<file path="config.mk">
export PLATFORM = sky130hd
export DESIGN_NAME = debounce_edge
export DESIGN_NICKNAME = d
export VERILOG_FILES = /design/src/rtl/debounce_edge_pkg.sv /design/src/rtl/sync_ff_chain.sv /design/src/rtl/debounce_edge.sv
export SDC_FILE = /design/constraint.sdc
export NUM_CORES = 1
export LEC_CHECK = 0
export CAP_MARGIN = 20
export CORE_UTILIZATION = 58
export CTS_CLUSTER_SIZE = 20
export DETAILED_ROUTE_END_ITERATION = 10
export PLACE_DENSITY = 0.78
export SLEW_MARGIN = 20
export SYNTH_ARGS = -nofsm -noshare
export SYNTH_HDL_FRONTEND = slang
export SYNTH_SLANG_ARGS = --single-unit
</file>
<file path="constraint.sdc">
create_clock -name clk -period 2.4 [get_ports clk]
set_clock_uncertainty 0.2 [all_clocks]
set_input_delay 0.24 -clock clk [delete_from_list [all_inputs] [get_ports clk]]
set_output_delay 0.24 -clock clk [all_outputs]
set_load 0.03 [all_outputs]
</file>
<file path="src/rtl/debounce_edge_pkg.sv">
// rtl/debounce_edge_pkg.sv - shared state encoding for the debounce_edge block
package debounce_edge_pkg;

  localparam logic [1:0] ST_IDLE_LO = 2'd0;
  localparam logic [1:0] ST_WAIT_HI = 2'd1;
  localparam logic [1:0] ST_IDLE_HI = 2'd2;
  localparam logic [1:0] ST_WAIT_LO = 2'd3;

  typedef enum logic [1:0] {
    IDLE_LO = ST_IDLE_LO,
    WAIT_HI = ST_WAIT_HI,
    IDLE_HI = ST_IDLE_HI,
    WAIT_LO = ST_WAIT_LO
  } state_t;

endpackage

</file>
<file path="src/rtl/sync_ff_chain.sv">
// rtl/sync_ff_chain.sv - reset-to-0 synchronizer shift chain for async inputs
module sync_ff_chain #(
  parameter int STAGES = 2
) (
  input  logic clk,
  input  logic reset_n,
  input  logic d,
  output logic q
);

  logic [STAGES-1:0] chain;

  // shift the raw input through STAGES flops; bit 0 is the metastability catcher
  always_ff @(posedge clk or negedge reset_n) begin
    if (!reset_n) begin
      chain <= '0;
    end else begin
      chain <= {chain[STAGES-2:0], d};
    end
  end

  assign q = chain[STAGES-1];

endmodule

</file>
<file path="src/rtl/debounce_edge.sv">
// rtl/debounce_edge.sv - synchronize, debounce and edge-detect a noisy async input
module debounce_edge
  import debounce_edge_pkg::*;
#(
  parameter int SYNC_STAGES = 2,
  parameter int CNT_W       = 16,
  parameter int STABLE_CNT  = 50000
) (
  input  logic clk,
  input  logic reset_n,
  input  logic din,
  output logic q,
  output logic rise,
  output logic fall,
  output logic busy
);

  // reject builds where the chain is too short or the count cannot fit the counter
  if (SYNC_STAGES < 2) begin : g_bad_sync
    $error("debounce_edge: SYNC_STAGES must be >= 2");
  end
  if (STABLE_CNT < 1 || (64'(STABLE_CNT) >= (64'd1 << CNT_W))) begin : g_bad_cnt
    $error("debounce_edge: STABLE_CNT must be in 1 .. 2**CNT_W-1");
  end

  localparam logic [CNT_W-1:0] CNT_LAST = CNT_W'(STABLE_CNT - 1);

  logic             s;
  state_t           state;
  logic [CNT_W-1:0] cnt;

  sync_ff_chain #(
    .STAGES (SYNC_STAGES)
  ) u_sync (
    .clk     (clk),
    .reset_n (reset_n),
    .d       (din),
    .q       (s)
  );

  // qualify candidate transitions on s; q and the pulses change only on the qualifying edge
  always_ff @(posedge clk or negedge reset_n) begin
    if (!reset_n) begin
      state <= IDLE_LO;
      cnt   <= '0;
      q     <= 1'b0;
      rise  <= 1'b0;
      fall  <= 1'b0;
    end else begin
      rise <= 1'b0;
      fall <= 1'b0;
      case (state)
        IDLE_LO: begin
          if (s) begin
            if (STABLE_CNT == 1) begin
              state <= IDLE_HI;
              q     <= 1'b1;
              rise  <= 1'b1;
            end else begin
              state <= WAIT_HI;
              cnt   <= CNT_W'(1);
            end
          end
        end
        WAIT_HI: begin
          if (!s) begin
            state <= IDLE_LO;
            cnt   <= '0;
          end else if (cnt == CNT_LAST) begin
            state <= IDLE_HI;
            cnt   <= '0;
            q     <= 1'b1;
            rise  <= 1'b1;
          end else begin
            cnt <= cnt + 1'b1;
          end
        end
        IDLE_HI: begin
          if (!s) begin
            if (STABLE_CNT == 1) begin
              state <= IDLE_LO;
              q     <= 1'b0;
              fall  <= 1'b1;
            end else begin
              state <= WAIT_LO;
              cnt   <= CNT_W'(1);
            end
          end
        end
        WAIT_LO: begin
          if (s) begin
            state <= IDLE_HI;
            cnt   <= '0;
          end else if (cnt == CNT_LAST) begin
            state <= IDLE_LO;
            cnt   <= '0;
            q     <= 1'b0;
            fall  <= 1'b1;
          end else begin
            cnt <= cnt + 1'b1;
          end
        end
        default: begin
          state <= IDLE_LO;
          cnt   <= '0;
        end
      endcase
    end
  end

  assign busy = (state == WAIT_HI) || (state == WAIT_LO);

endmodule

</file>
==> reports/metrics.yaml <==
overflow: 0
die_height_um: 48.59
initial_core_util_pct: 62.87
synthSimpleGateAreaFrac_pct: 24.95
design_area_um2: 1368
synth.mux.area_fraction_pct: 0.7952
synth_top_family_by_area: "simple AND/OR/NAND/NOR gates"
place_ws_ns: 0.2943
maxSlewViolCount: 0
clk-insertion-delay-late_ns: 0.32
met1Wirelength_um: 1208
seqCellArea_um2: 575.6
hold_path.class: "in -> async"
yosysTopAreaCellShare_pct: 45.73
cp_max_fo: 14
drc: 0
h-tree-depth: 1
yosys_register_bits: 23
place.gp.congestion: 0.8793
synthFlopType: "dfrtp_1"
status: "completed"
setup_tns_ns: 0
synth-xor-area-share_pct: 2.087
start_kind: "flop"
netlist_area_um2: 1259
final_common_cell: "dfrtp_1"
track_usage_pct: 26.05
vias: 1097
async_flop_share_pct: 100.0
layout-area-overhead-vs-synth_pct: 8.648
grt_start_max_net_pins: 24
arrival_ns: 2.19
hold_viol_final: 0
whs_ns: 0.05909
top_layer_used: "met4"
vdd_drop_max_uv: 612.7
dieArea_um2: 2361
worst_ep_required_time_ns: 2.41
grt_first_pass_wirelength_um: 4574
slew_headroom_pct: 64.89
p_per_area_nw_per_um2: 506.5
ys.warnings.count: 0
wl_per_cell_um: 16.97
clk_pin_slew_ns: 0.12
setup_viol_count_final: 0
layout-drive-gt1-share_pct: 12.69
antenna_left: 0
max_cap_violations: 0
wl_met3_um: 161
antenna_found_initial: 0
fillers: 171
yosysTopAreaCell: "dfrtp_1"
io_buffers: 6
numCtsBuffers: 3
layout_setup_ws_ns: 0.2268
seq_area_frac_synth_pct: 45.73
synthTopCellsByArea: "dfrtp_1 46%, a31oi_1 8.0%, nand3_1 4.8%"
fmax_ghz: 0.4602
period_needed_ns: 2.173
place_area_um2: 1340
synth_fa_ha_area_share_pct: 0.9940
period_share_pct: 90.55
rsz0062_at_grt: "false"
antennaDiodeCount: 0
final_cell_mix: "23 x dfrtp_1, 16 x a31oi_1, 12 x nand3_1"
root_buffer: "clkbuf_4"
avgSynthCellArea_um2: 9.757
clock_sinks: 23
cts_tree: "done"
final_nets: 139
drt-initial-drc-count: 38
grt_pass1_vias: 985
synth_edf_count: 0
power.leakage_uw: 0.0005730
dieWidth_um: 48.59
synth-compound-area-share_pct: 20.28
crit_type: "reg -> reg"
ctsHoldBuffers: 0
core_um2: 2002
syn_inst: 129
multi_input_area_um2: 618.1
synth_nets: 133
ctsLongestPathBuffers: 2
post_cts_buffers: 0
ys_types: 38
crit_path_end_kind: "flop"
rows: 16
tightest_slew_ns: 0.5248
boundaryPins: 7
dp_hpwl_um: 1924
vias_per_cell: 6.814
cts-resized-gates: 0
wirelength_um: 2732
dr.pass1.iters: 4
wl_met2_um: 1233
## sequential cells by signal (all words and copies together) (netlist names), named ones only
signal and cells:
cnt 16, fall 1, q 1, state 1
rise 1, u_sync.chain 2
## layout make-up
| type | instances | share of cell area, % |
|---|---|---|
| clock inverter | 1 | 0.3660 |
| clock buffer | 3 | 1.647 |
| multi-input combinational | 92 | 45.20 |
| sequential | 23 | 42.09 |
| inverter | 4 | 1.098 |
| tap | 27 | 2.470 |
| timing repair buffer | 11 | 7.136 |
## kinds of logic after synthesis
kind of cell             Yosys count
AND/OR/NAND/NOR                   51
AO/OA/AOI/OAI                     36
flip-flops                        23
buffers and inverters             14
XOR/XNOR                           3
multiplexers                       1
adder cells (fa/ha/maj)            1
## path summary, 6_finish.rpt
| kind | start | endpoint | slack [ns] | cells after the start |
|---|---|---|---|---|
| min in group clk | din | u_sync.chain[0]$_DFF_PN0_ | 0.15 | 1 |
| worst max-delay path | cnt[0]$_DFFE_PN0P_ | q$_DFFE_PN0P_ | 0.23 | 5 |
| worst min-delay path | reset_n | fall$_DFF_PN0_ | 0.06 | 2 |
| worst max register to register | cnt[0]$_DFFE_PN0P_ | q$_DFFE_PN0P_ | 0.23 | 5 |
| max in group asynchronous | reset_n | state[0]$_DFFE_PN0P_ | 1.72 | 2 |
| worst min register to register | u_sync.chain[0]$_DFF_PN0_ | u_sync.chain[1]$_DFF_PN0_ | 0.17 | 0 |
## per-stage QoR
stage          cells  total power [µW]  util (%)
2_1_floorplan    129             488.0         -
5_1_grt          161             726.1     68.31
3_5_place_dp     157             517.3     66.94
6_report         161             692.6     68.31
3_3_place_gp     157             511.0     66.94
4_1_cts          161             691.4     68.31
## report_power, final
group	switching [µW]	leakage [µW]	internal, µW
Combinational	42.4	0.000245	27.7
Clock	120	0.0000177	62.5
Sequential	31.9	0.000311	408
Total	194	0.000573	498
## cell usage after synthesis, drive strengths merged (2+ instances only)
| library cell | count |
|---|---|
| a31oi | 16 |
| a41oi | 4 |
| and3 | 5 |
| and4bb | 2 |
| buf | 8 |
| clkbuf | 2 |
| dfrtp | 23 |
| inv | 4 |
| nand2 | 8 |
| nand2b | 3 |
| nand3 | 13 |
| nand4 | 5 |
| nor2 | 4 |
| nor3 | 3 |
| nor4 | 3 |
| o211ai | 2 |
| o21ai | 8 |
| xnor2 | 2 |
## metal layers
| layer | track usage (%) | up-vias |
|---|---|---|
| met5 | 0 | - |
| met4 | 17.16 | 0 |
| met3 | 5.346 | 12 |
| met2 | 40.61 | 53 |
| met1 | 32.79 | 523 |
| li1 | - | 509 |
## critical path, cell delays in order, from the launching register on
cell and delay, ns:
dfrtp_1 0.42, ha_1 0.24, and3_1 0.22, nand4_2 0.33, or2_4 0.38, o311ai_2 0.26
(Power assumes the default switching activity.)
